## src/rtl/spi_target.sv

```systemverilog
// -----------------------------------------------------------------------------
// spi_target
//
// SPI target (mode 0: CPOL=0, CPHA=0, MSB first) with a small register
// interface. All logic runs on avmm_clk; the SPI pins are asynchronous and
// are brought into the avmm_clk domain through 2-flop synchronizers followed
// by one edge-detect register. The SPI clock must stay high and low for at
// least 4 avmm_clk cycles each.
//
// Register map (32-bit):
//   0 STATUS   RO/W1C  [0] rx_valid [1] overrun (W1C) [2] busy
//                      [3] tx_loaded [4] underrun (W1C)
//   1 RXDATA   RO      last received frame, right-aligned; reading clears
//                      rx_valid
//   2 TXDATA   WO      word shifted out in the next frame; reads return 0
//   3 FRAMECNT RO      16-bit completed-frame counter; any write clears it
//
// Ports:
//   avmm_clk        single clock for all logic
//   avmm_reset      synchronous, active-high reset
//   avmm_cs         register-bus select (qualifies read and write)
//   avmm_addr       register address
//   avmm_write      write strobe
//   avmm_writedata  write data
//   avmm_read       read strobe
//   avmm_readdata   read data, valid one cycle after an accepted read
//   spi_clk         SPI clock from the controller (asynchronous)
//   spi_cs_n        SPI select, active low (asynchronous)
//   spi_mosi        serial data in (asynchronous)
//   spi_miso        serial data out, always driven, 0 outside a frame
// -----------------------------------------------------------------------------
module spi_target #(
  parameter int FRAME_BITS = 32
) (
  input  logic        avmm_clk,
  input  logic        avmm_reset,
  input  logic        avmm_cs,
  input  logic [1:0]  avmm_addr,
  input  logic        avmm_write,
  input  logic [31:0] avmm_writedata,
  input  logic        avmm_read,
  output logic [31:0] avmm_readdata,
  input  logic        spi_clk,
  input  logic        spi_cs_n,
  input  logic        spi_mosi,
  output logic        spi_miso
);

  localparam int CW = $clog2(FRAME_BITS + 1);

  localparam logic [1:0] ADDR_STATUS   = 2'd0;
  localparam logic [1:0] ADDR_RXDATA   = 2'd1;
  localparam logic [1:0] ADDR_TXDATA   = 2'd2;
  localparam logic [1:0] ADDR_FRAMECNT = 2'd3;

  typedef enum logic [1:0] {
    S_IDLE,
    S_ACTIVE,
    S_DONE
  } state_t;

  // ---------------------------------------------------------------------------
  // Pin synchronizers and edge detection
  // ---------------------------------------------------------------------------
  logic [1:0] sclk_sync;
  logic [1:0] csn_sync;
  logic [1:0] mosi_sync;
  logic       sclk_d;
  logic       csn_d;
  logic [1:0] settle;

  // NOTE: every clocked block uses non-blocking (<=) assignments so all
  // registers update together from pre-edge values; blocking assignments here
  // would make results depend on statement order and simulate differently
  // from the synthesized flops.
  always_ff @(posedge avmm_clk) begin
    if (avmm_reset) begin
      sclk_sync <= 2'b00;
      csn_sync  <= 2'b11;
      mosi_sync <= 2'b00;
      sclk_d    <= 1'b0;
      csn_d     <= 1'b1;
      settle    <= 2'd0;
    end else begin
      sclk_sync <= {sclk_sync[0], spi_clk};
      csn_sync  <= {csn_sync[0], spi_cs_n};
      mosi_sync <= {mosi_sync[0], spi_mosi};
      sclk_d    <= sclk_sync[1];
      csn_d     <= csn_sync[1];
      if (settle != 2'd3) begin
        settle <= settle + 2'd1;
      end
    end
  end

  logic sclk_s;
  logic csn_s;
  logic mosi_s;
  logic sclk_rise;
  logic sclk_fall;
  logic cs_fall;
  logic cs_rise;
  logic settled;

  assign sclk_s    = sclk_sync[1];
  assign csn_s     = csn_sync[1];
  assign mosi_s    = mosi_sync[1];
  assign sclk_rise = sclk_s & ~sclk_d;
  assign sclk_fall = ~sclk_s & sclk_d;
  assign cs_rise   = csn_s & ~csn_d;
  // The synchronizer stages come out of reset holding "deselected". If the
  // controller is still holding spi_cs_n low, that stale 1 draining out would
  // look like a falling edge. Only trust a falling edge once every stage
  // (including the edge register) holds a real pin sample, so a frame cut by
  // reset is never resumed half way through.
  assign settled   = (settle == 2'd3);
  assign cs_fall   = settled & csn_d & ~csn_s;

  // ---------------------------------------------------------------------------
  // Register-bus decode
  // ---------------------------------------------------------------------------
  logic wr_en;
  logic rd_en;
  logic wr_status;
  logic wr_tx;
  logic wr_cnt;
  logic rd_rx;

  assign wr_en     = avmm_cs & avmm_write;
  assign rd_en     = avmm_cs & avmm_read;
  assign wr_status = wr_en && (avmm_addr == ADDR_STATUS);
  assign wr_tx     = wr_en && (avmm_addr == ADDR_TXDATA);
  assign wr_cnt    = wr_en && (avmm_addr == ADDR_FRAMECNT);
  assign rd_rx     = rd_en && (avmm_addr == ADDR_RXDATA);

  // ---------------------------------------------------------------------------
  // Frame state machine
  // ---------------------------------------------------------------------------
  state_t                  state;
  logic [FRAME_BITS-1:0]   shift;
  logic [CW-1:0]           bit_cnt;
  logic                    mosi_bit;
  logic [FRAME_BITS-1:0]   tx_buf;
  logic                    tx_loaded;

  logic                    start;
  logic                    last_bit;
  logic                    frame_done;
  logic [FRAME_BITS-1:0]   rx_word;

  assign start      = (state == S_IDLE) && cs_fall;
  assign last_bit   = (bit_cnt == CW'(FRAME_BITS - 1));
  assign frame_done = (state == S_ACTIVE) && !cs_rise && sclk_rise && last_bit;
  // On the final rising edge the last MOSI bit has not been shifted in yet;
  // append it directly so the word is complete on the same cycle.
  assign rx_word    = {shift[FRAME_BITS-2:0], mosi_s};

  // The shift register carries outgoing bits toward the MSB while incoming
  // bits fill from the LSB. The TX LSB still occupies shift[0] when the first
  // bit arrives, so each sampled MOSI bit waits in mosi_bit until the falling
  // edge makes room for it.
  always_ff @(posedge avmm_clk) begin
    if (avmm_reset) begin
      state    <= S_IDLE;
      shift    <= '0;
      bit_cnt  <= '0;
      mosi_bit <= 1'b0;
      spi_miso <= 1'b0;
    end else begin
      case (state)
        S_IDLE: begin
          if (cs_fall) begin
            state    <= S_ACTIVE;
            bit_cnt  <= '0;
            shift    <= tx_loaded ? tx_buf : '0;
            spi_miso <= tx_loaded & tx_buf[FRAME_BITS-1];
          end
        end
        S_ACTIVE: begin
          if (cs_rise) begin
            // Aborted frame: drop the partial word.
            state    <= S_IDLE;
            shift    <= '0;
            bit_cnt  <= '0;
            spi_miso <= 1'b0;
          end else if (sclk_rise) begin
            mosi_bit <= mosi_s;
            bit_cnt  <= bit_cnt + CW'(1);
            if (last_bit) begin
              state    <= S_DONE;
              spi_miso <= 1'b0;
            end
          end else if (sclk_fall && (bit_cnt != '0)) begin
            // A falling edge before any sampled bit carries no data.
            shift    <= {shift[FRAME_BITS-2:0], mosi_bit};
            spi_miso <= shift[FRAME_BITS-2];
          end
        end
        S_DONE: begin
          if (cs_rise) begin
            state   <= S_IDLE;
            bit_cnt <= '0;
          end
        end
        default: begin
          state    <= S_IDLE;
          spi_miso <= 1'b0;
        end
      endcase
    end
  end

  // ---------------------------------------------------------------------------
  // Registers and status
  // ---------------------------------------------------------------------------
  logic [FRAME_BITS-1:0] rx_data;
  logic                  rx_valid;
  logic                  overrun;
  logic                  underrun;
  logic [15:0]           frame_cnt;
  logic                  busy;
  logic [31:0]           rd_mux;

  assign busy = (state != S_IDLE);

  // NOTE: an always_comb block must assign every output on every path; the
  // default at the top guarantees that, so no latch is inferred.
  always_comb begin
    rd_mux = '0;
    case (avmm_addr)
      ADDR_STATUS:   rd_mux = {27'd0, underrun, tx_loaded, busy, overrun, rx_valid};
      ADDR_RXDATA:   rd_mux = 32'(rx_data);
      ADDR_TXDATA:   rd_mux = '0;
      ADDR_FRAMECNT: rd_mux = {16'd0, frame_cnt};
      default:       rd_mux = '0;
    endcase
  end

  always_ff @(posedge avmm_clk) begin
    if (avmm_reset) begin
      tx_buf        <= '0;
      tx_loaded     <= 1'b0;
      rx_data       <= '0;
      rx_valid      <= 1'b0;
      overrun       <= 1'b0;
      underrun      <= 1'b0;
      frame_cnt     <= 16'd0;
      avmm_readdata <= 32'd0;
    end else begin
      // The shift register was loaded from the old buffer on a start cycle,
      // so a simultaneous write only affects the following frame.
      if (wr_tx) begin
        tx_buf <= avmm_writedata[FRAME_BITS-1:0];
      end

      if (wr_tx) begin
        tx_loaded <= 1'b1;
      end else if (start) begin
        tx_loaded <= 1'b0;
      end

      if (frame_done) begin
        rx_data <= rx_word;
      end

      // A completing frame wins over a concurrent RXDATA read.
      if (frame_done) begin
        rx_valid <= 1'b1;
      end else if (rd_rx) begin
        rx_valid <= 1'b0;
      end

      // Set events win over a coincident write-1-to-clear. A read of RXDATA
      // in the completion cycle consumes the old word, so it is no overrun.
      if (frame_done && rx_valid && !rd_rx) begin
        overrun <= 1'b1;
      end else if (wr_status && avmm_writedata[1]) begin
        overrun <= 1'b0;
      end

      if (start && !tx_loaded) begin
        underrun <= 1'b1;
      end else if (wr_status && avmm_writedata[4]) begin
        underrun <= 1'b0;
      end

      if (wr_cnt) begin
        frame_cnt <= 16'd0;
      end else if (frame_done) begin
        frame_cnt <= frame_cnt + 16'd1;
      end

      if (rd_en) begin
        avmm_readdata <= rd_mux;
      end
    end
  end

endmodule

```

## config.mk

```make
export PLATFORM = sky130hd
export DESIGN_NAME = spi_target
export DESIGN_NICKNAME = d
export VERILOG_FILES = /design/src/rtl/spi_target.sv
export SDC_FILE = /design/constraint.sdc
export NUM_CORES = 1
export LEC_CHECK = 0
export ABC_AREA = 0
export CORE_UTILIZATION = 50
export CTS_BUF_LIST = sky130_fd_sc_hd__clkbuf_8
export DETAILED_ROUTE_END_ITERATION = 12
export PLACE_DENSITY = 0.72
export SLEW_MARGIN = 20
export SYNTH_ARGS = -nofsm -noshare
export SYNTH_HDL_FRONTEND = slang
export SYNTH_SLANG_ARGS = --single-unit
```

## constraint.sdc

```tcl
create_clock -name avmm_clk -period 6.15 [get_ports avmm_clk]
set_clock_uncertainty 0.15 [all_clocks]
set_input_delay 0.9225 -clock avmm_clk [delete_from_list [all_inputs] [get_ports avmm_clk]]
set_output_delay 0.9225 -clock avmm_clk [all_outputs]
set_load 0.02 [all_outputs]
```

==> summary.md, run 1 <==
| Metric | Value |
|---|---|
| Status | finished, final reports clean |
| CP Launch Point | avmm_cs |
| Core ar. | 13300 um^2 |
| Synth Flop Type | dfxtp_1 |
| Sequential share of power | 0.534 |
| Largest net degree at the start of global routing | 88 |
| Vias per cell | 5.51 |
| Syn_area_per_cell | 8.85 um^2 |
| Asr flop ratio synth | 0 |
| Post-layout util | 0.606 |
| Post-cts gate resize count | 0 |
| Number of setup violations in the final report | 0 |
| Warnings, synthesis | 0 |
| FMAX | 339 MHz |
| Critical Path RT | 6.32 ns |
| Cell Area, Synth | 6860 um^2 |
| Max-Cap Viols | 0 |
| Clock power share | 0.408 |
| Vias in the first global route | 5049 |
| FF-to-FF End | frame_cnt[14] |
| Nets@finish | 865 |
| Root Buffer | clkbuf_8 |
| Switching component of the power | 0.475 mW |
| Synth cell types | 56 |
| Mapped Cells | 775 |
| Ant. Diodes | 0 |
| Slew Limit Fails | 0 |
| Initial antenna violation count | 0 |
| Tcrit/Tclk final | 0.480 |
| Post-route minimum period | 2.95 ns |
| Starting Density | 0.516 |
| Placed cells | 976 |
| Dpl hpwl | 10.4 mm |
| Most frequent cells in the layout | dfxtp_1 (167), nand2_1 (150), nor2_1 (97) |
| CTS Sinks | 167 |
| Hold crit path type | flip-flop to flip-flop |
| Total global routing overflow | 0 |
| Die width | 119 um |
| Worst reg-to-reg path cell count | 6 |
| Antenna-violating nets left | 0 |
| Initial DRC Count | 417 |
| Combinational fraction of design power | 0.058 |
| Gr usage total | 0.222 |
| Vias | 5558 |
| Top-area cell type share of the netlist area | 0.488 |
| # rows | 42 |
| Global-route wire length before repair | 24.9 mm |
| Area Growth Syn to Fin | 17.5% |
| Slew HR | 0.328 |
| CP Launch Type | primary input |
| Crit path kind | primary input to flip-flop |
| Clock Path Buffers | 2 |
| CP endpoint | overrun |
| Total negative slack | 0 ns |
| Final Hold Viols | 0 |
| Switching Fraction | 0.227 |
| P_int | 1.62 mW |
| Slew @ Worst Pin | 1.00 ns |
| Number of H-tree levels | 4 |
| Hold Buf Count CTS | 0 |
| Leading post-synthesis cells by cell area | dfxtp_1 (49%), nand2_1 (8.3%), a221oi_2 (6.6%) |
| Post-CTS Setup Inserts | 0 |
| Drt total wl | 15.4 mm |
| CTS tree | done |
| Critical Path AT | 3.12 ns |
| Share of layout cells above drive strength 1 | 0.129 |
| Sequential fraction of the synthesis area | 0.488 |
| CP max FO | 33 |
| Drt wl/cell | 15.3 um |
| Drt drc | 0 |
| Commonest non-fill, non-tap cell in the layout | dfxtp_1 |
| Num ports | 75 |
| Leak | 2.73 nW |
| Synth area leader | dfxtp_1 |
| VDD IR-drop max | 0.135 mV |
| Reg-to-reg setup timing slack | 3.60 ns |
| Reg clk slew, reported paths | 0.09 ns |
| Reg2reg start | bit_cnt[0] |
| Finished Layout Cells | 1008 |
| Post-synth EDFFs | 0 |
| GP Congestion | 0.844 |
| Pwr per Cell Area | 259 nW/um^2 |
| Die Ht | 119 um |
| DIE AREA | 14200 um^2 |
| Final Total Pwr | 2.09 mW |
| Pre-antenna DRT Iters | 4 |
| Crit end category | flip-flop |
| Net Count, Synth | 821 |
| Cts bufs inserted | 17 |
| Clock Latency Late Sink | 0.46 ns |
| Port buffer count | 74 |
| RSZ-0062 raised after global routing | false |
| Register bit total from synthesis | 167 |
## routing by layer
metal / vias up / part of all wire / GRT usage
li1: 2783 / - / -
met1: 2604 / 0.49 / 0.307
met2: 143 / 0.45 / 0.331
met3: 28 / 0.037 / 0.0402
met4: 0 / 0.025 / 0.110
met5: - / 0 / 0
## worst max-delay path, cell delays in order
cell             delay [ns]
clkdlybuf4s50_1        0.57
nand2_1                0.08
buf_4                  0.24
nor3b_2                0.86
nand2b_1               0.22
a2bb2oi_1              0.16
nor2_1                 0.06
## Yosys cell counts, drive strengths merged, types with 2 or more instances
cell	number
a211oi	5
a21oi	76
a221oi	31
a22oi	28
a31o	2
a31oi	4
and2	5
and4	3
buf	16
clkbuf	40
dfxtp	167
ha	4
inv	5
mux2	11
mux2i	6
nand2	152
nand2b	4
nand3	12
nand4	4
nor2	99
nor2b	8
nor3	42
nor4	12
o21ai	4
or2	4
or3	3
or4	2
xnor2	13
## worst min path at each step
stage	startpoint	endpoint	cells after the start
after floorplan	csn_sync[0]	csn_sync[1]	1
after CTS	csn_sync[0]	csn_sync[1]	1
final	csn_sync[0]	csn_sync[1]	1
after global placement	csn_sync[0]	csn_sync[1]	1
after global routing	csn_sync[0]	csn_sync[1]	1
after detailed placement	csn_sync[0]	csn_sync[1]	1
## state kept, by name, indices dropped and copies added (netlist names), 6 cells and up
register / flops
rx_data: 32
bit_cnt: 6
tx_buf: 32
avmm_readdata: 32
frame_cnt: 16
shift: 31
## cell families after synthesis
group	synth area share
AO/OA/AOI/OAI	0.176
XOR/XNOR	0.0179
adder cells (fa/ha/maj)	0.00730
buffers and inverters	0.0414
flip-flops	0.488
multiplexers	0.0268
AND/OR/NAND/NOR	0.243
## power by group through the flow
stage | Clock, mW | Combinational, mW | Sequential, mW
CTS | 0.864 | 0.123 | 1.12
floorplan | 0 | 0.0750 | 1.14
global route | 0.911 | 0.134 | 1.12
detailed placement | 0 | 0.122 | 1.14
finish | 0.853 | 0.122 | 1.12
global placement | 0 | 0.118 | 1.14
## stage by stage
| step | cell area (um^2) | worst slack [ns] | hold slack, ns |
|---|---|---|---|
| 5_1_grt | 8060 | 3.06 | 0.280 |
| 6_report | 8060 | 3.20 | 0.267 |
| 3_5_place_dp | 7610 | 2.72 | 0.248 |
| 2_1_floorplan | 6860 | 3.75 | 0.239 |
| 3_3_place_gp | 7610 | 2.83 | 0.241 |
| 4_1_cts | 8050 | 3.22 | 0.267 |
## layout make-up
type | count | area [um^2]
fill | 1169 | 5240
tap | 176 | 220
sequential | 167 | 3340
clock inverter | 13 | 180
timing repair buffer | 81 | 791
clock buffer | 19 | 262
multi-input combinational | 546 | 3240
inverter | 6 | 22.5
No activity file was read; power rests on OpenSTA's default activity.
==> inputs of run 2 (changes only) <==
Settings changed: PLACE_DENSITY 0.72 to 0.75.
Clock period 6.15 ns to 2.5 ns, I/O delays scaled along.
==> run 2 against run 1 <==
  * Global-route usage up 0.87 points
  * Via count is 0.63% higher
  * Critical path depth did not move
  * Final cell count rose by 0.99%
  * Sequential power grew 150%
  * Combinational power increased to 2.5 times the previous value
  * Die area stayed put
  * Critical path type is now flip-flop to flip-flop
  * Largest cell class unchanged
==> summary.md, run 2 (synthesis gave the netlist of run 1 again) <==
| Metric | Value |
|---|---|
| DIE AREA | 14200 um^2 (unchanged) |
| Pwr per Cell Area | 658 nW/um^2 (+150%) |
| Total negative slack | 0 ns (unchanged) |
| Crit path kind | flip-flop to flip-flop |
| Status | finished, final reports clean |
| GRT met3 Usage | 0.0426 (+0.00239) |
| Clock Latency Late Sink | 0.46 ns (about the same) |
| Num ports | 75 (unchanged) |
| Total global routing overflow | 0 (unchanged) |
| Post-cts gate resize count | 0 (unchanged) |
| Grt peak-use layer | met2 |
| Starting Density | 0.516 (unchanged) |
| Ant. Diodes | 0 (unchanged) |
| Dpl hpwl | 10.6 mm (+2.3%) |
| Max-Cap Viols | 0 (unchanged) |
| CP Launch Type | flip-flop |
| Reg2reg start | bit_cnt[0] |
| Commonest non-fill, non-tap cell in the layout | dfxtp_1 |
| Die width | 119 um (unchanged) |
| Drt drc | 0 (unchanged) |
| Number of setup violations in the final report | 0 (unchanged) |
| Number of H-tree levels | 4 (unchanged) |
| Worst hold start | avmm_reset |
| Post-CTS Setup Inserts | 0 (unchanged) |
| Hold Buf Count CTS | 0 (unchanged) |
| Vias per cell | 5.49 (-0.36%) |
| Hold crit path type | primary input to flip-flop |
| Slew Limit Fails | 0 (unchanged) |
| Port buffer count | 74 (unchanged) |
| Leak | 2.82 nW (+3.3%) |
| Global-route wire length before repair | 26.2 mm (+5.2%) |
| Met1 GRT Util | 0.312 (+0.00449) |
| Reg clk slew, reported paths | 0.08 ns (about the same) |
| Initial DRC Count | 492 (+18%) |
| CP max FO | 19 (-42%) |
| Final Hold Viols | 0 (unchanged) |
| Slew HR | 0.526 (+0.198) |
| Drt total wl | 15.4 mm (about the same) |
| CTS tree | done |
| Tcrit/Tclk final | 0.908 |
| Most frequent cells in the layout | dfxtp_1 (167), nand2_1 (151), nor2_1 (97) |
| Nets@finish | 875 (+1.2%) |
| Vias | 5593 (+0.63%) |
| Leading registers by flop count | avmm_readdata x32, rx_data x32, tx_buf x32 |
| CTS Sinks | 167 (unchanged) |
| Area Growth Syn to Fin | 20.1% |
| Slew @ Worst Pin | 0.710 ns (-0.293 ns) |
| Core ar. | 13300 um^2 (unchanged) |
| RSZ-0062 raised after global routing | false |
| CP Launch Point | bit_cnt[0] |
| Pre-antenna DRT Iters | 5 (+1) |
| Share of layout cells above drive strength 1 | 0.139 (+0.0103) |
| Antenna-violating nets left | 0 (unchanged) |
| Largest net degree at the start of global routing | 109 (+24%) |
| FMAX | 441 MHz |
| Die Ht | 119 um (unchanged) |
| Post-layout util | 0.620 (+0.0136) |
| Critical Path RT | 2.68 ns (-3.64 ns) |
| Gr usage total | 0.230 (+0.00870) |
| VDD IR-drop max | 0.339 mV (+150%) |
| Initial antenna violation count | 0 (unchanged) |
| Global Route met2 Usage | 0.361 (+0.0302) |
| Critical Path AT | 2.45 ns (-0.67 ns) |
| Post-route minimum period | 2.27 ns |
| Drt wl/cell | 15.1 um (-0.95%) |
| Crit end category | flip-flop |
| # rows | 42 (unchanged) |
| GP Congestion | 0.863 (+2.3%) |
| Clock Path Buffers | 2 (unchanged) |
| Cts bufs inserted | 17 (unchanged) |
| Vias in the first global route | 5354 (+6.0%) |
| Root Buffer | clkbuf_8 |
## run 2: worst max-delay path, cell delays in order (launching register included)
cell	delay, ns
dfxtp_1	0.39
inv_1	0.07
ha_1	0.19
a211o_1	0.29
a311o_2	0.49
buf_4	0.27
a221oi_2	0.21
nor3_1	0.07
## run 2: metrics by stage
step                      cells  hold slack, ns  worst slack [ns]  power [mW]  area, um^2
after global routing       1018           0.202             0.128        5.60        8240
final                      1018           0.193             0.230        5.42        8240
after detailed placement    986           0.259             0.255        3.11        7740
after global placement      986           0.248             0.316        3.10        7740
after floorplan             775           0.239             0.542        2.98        6860
after CTS                  1018           0.174             0.240        5.44        8240
## run 2: path summary, 6_finish.rpt
check                end  slack [ns]  depth (start not counted)
max            shift[24]        0.23                          7
min           bit_cnt[0]        0.19                          2
max reg2reg    shift[24]        0.23                          7
min reg2reg  csn_sync[1]        0.27                          1
## run 2: final cells by class
| type | count | area, um^2 |
|---|---|---|
| fill | 1128 | 5060 |
| timing repair buffer | 91 | 916 |
| inverter | 6 | 22.5 |
| clock buffer | 18 | 248 |
| tap | 176 | 220 |
| multi-input combinational | 546 | 3230 |
| clock inverter | 14 | 253 |
| sequential | 167 | 3340 |
## run 2: per-layer routing
| layer | vias up | wire length (um) |
|---|---|---|
| li1 | 2807 | - |
| met1 | 2620 | 7470 |
| met2 | 151 | 7070 |
| met3 | 15 | 644 |
| met4 | 0 | 231 |
| met5 | - | 0 |
## run 2: power by group
group	total [mW]	switching (mW)	internal (mW)
clock	2.37	0.961	1.41
combinational	0.305	0.166	0.139
sequential	2.75	0.0413	2.70
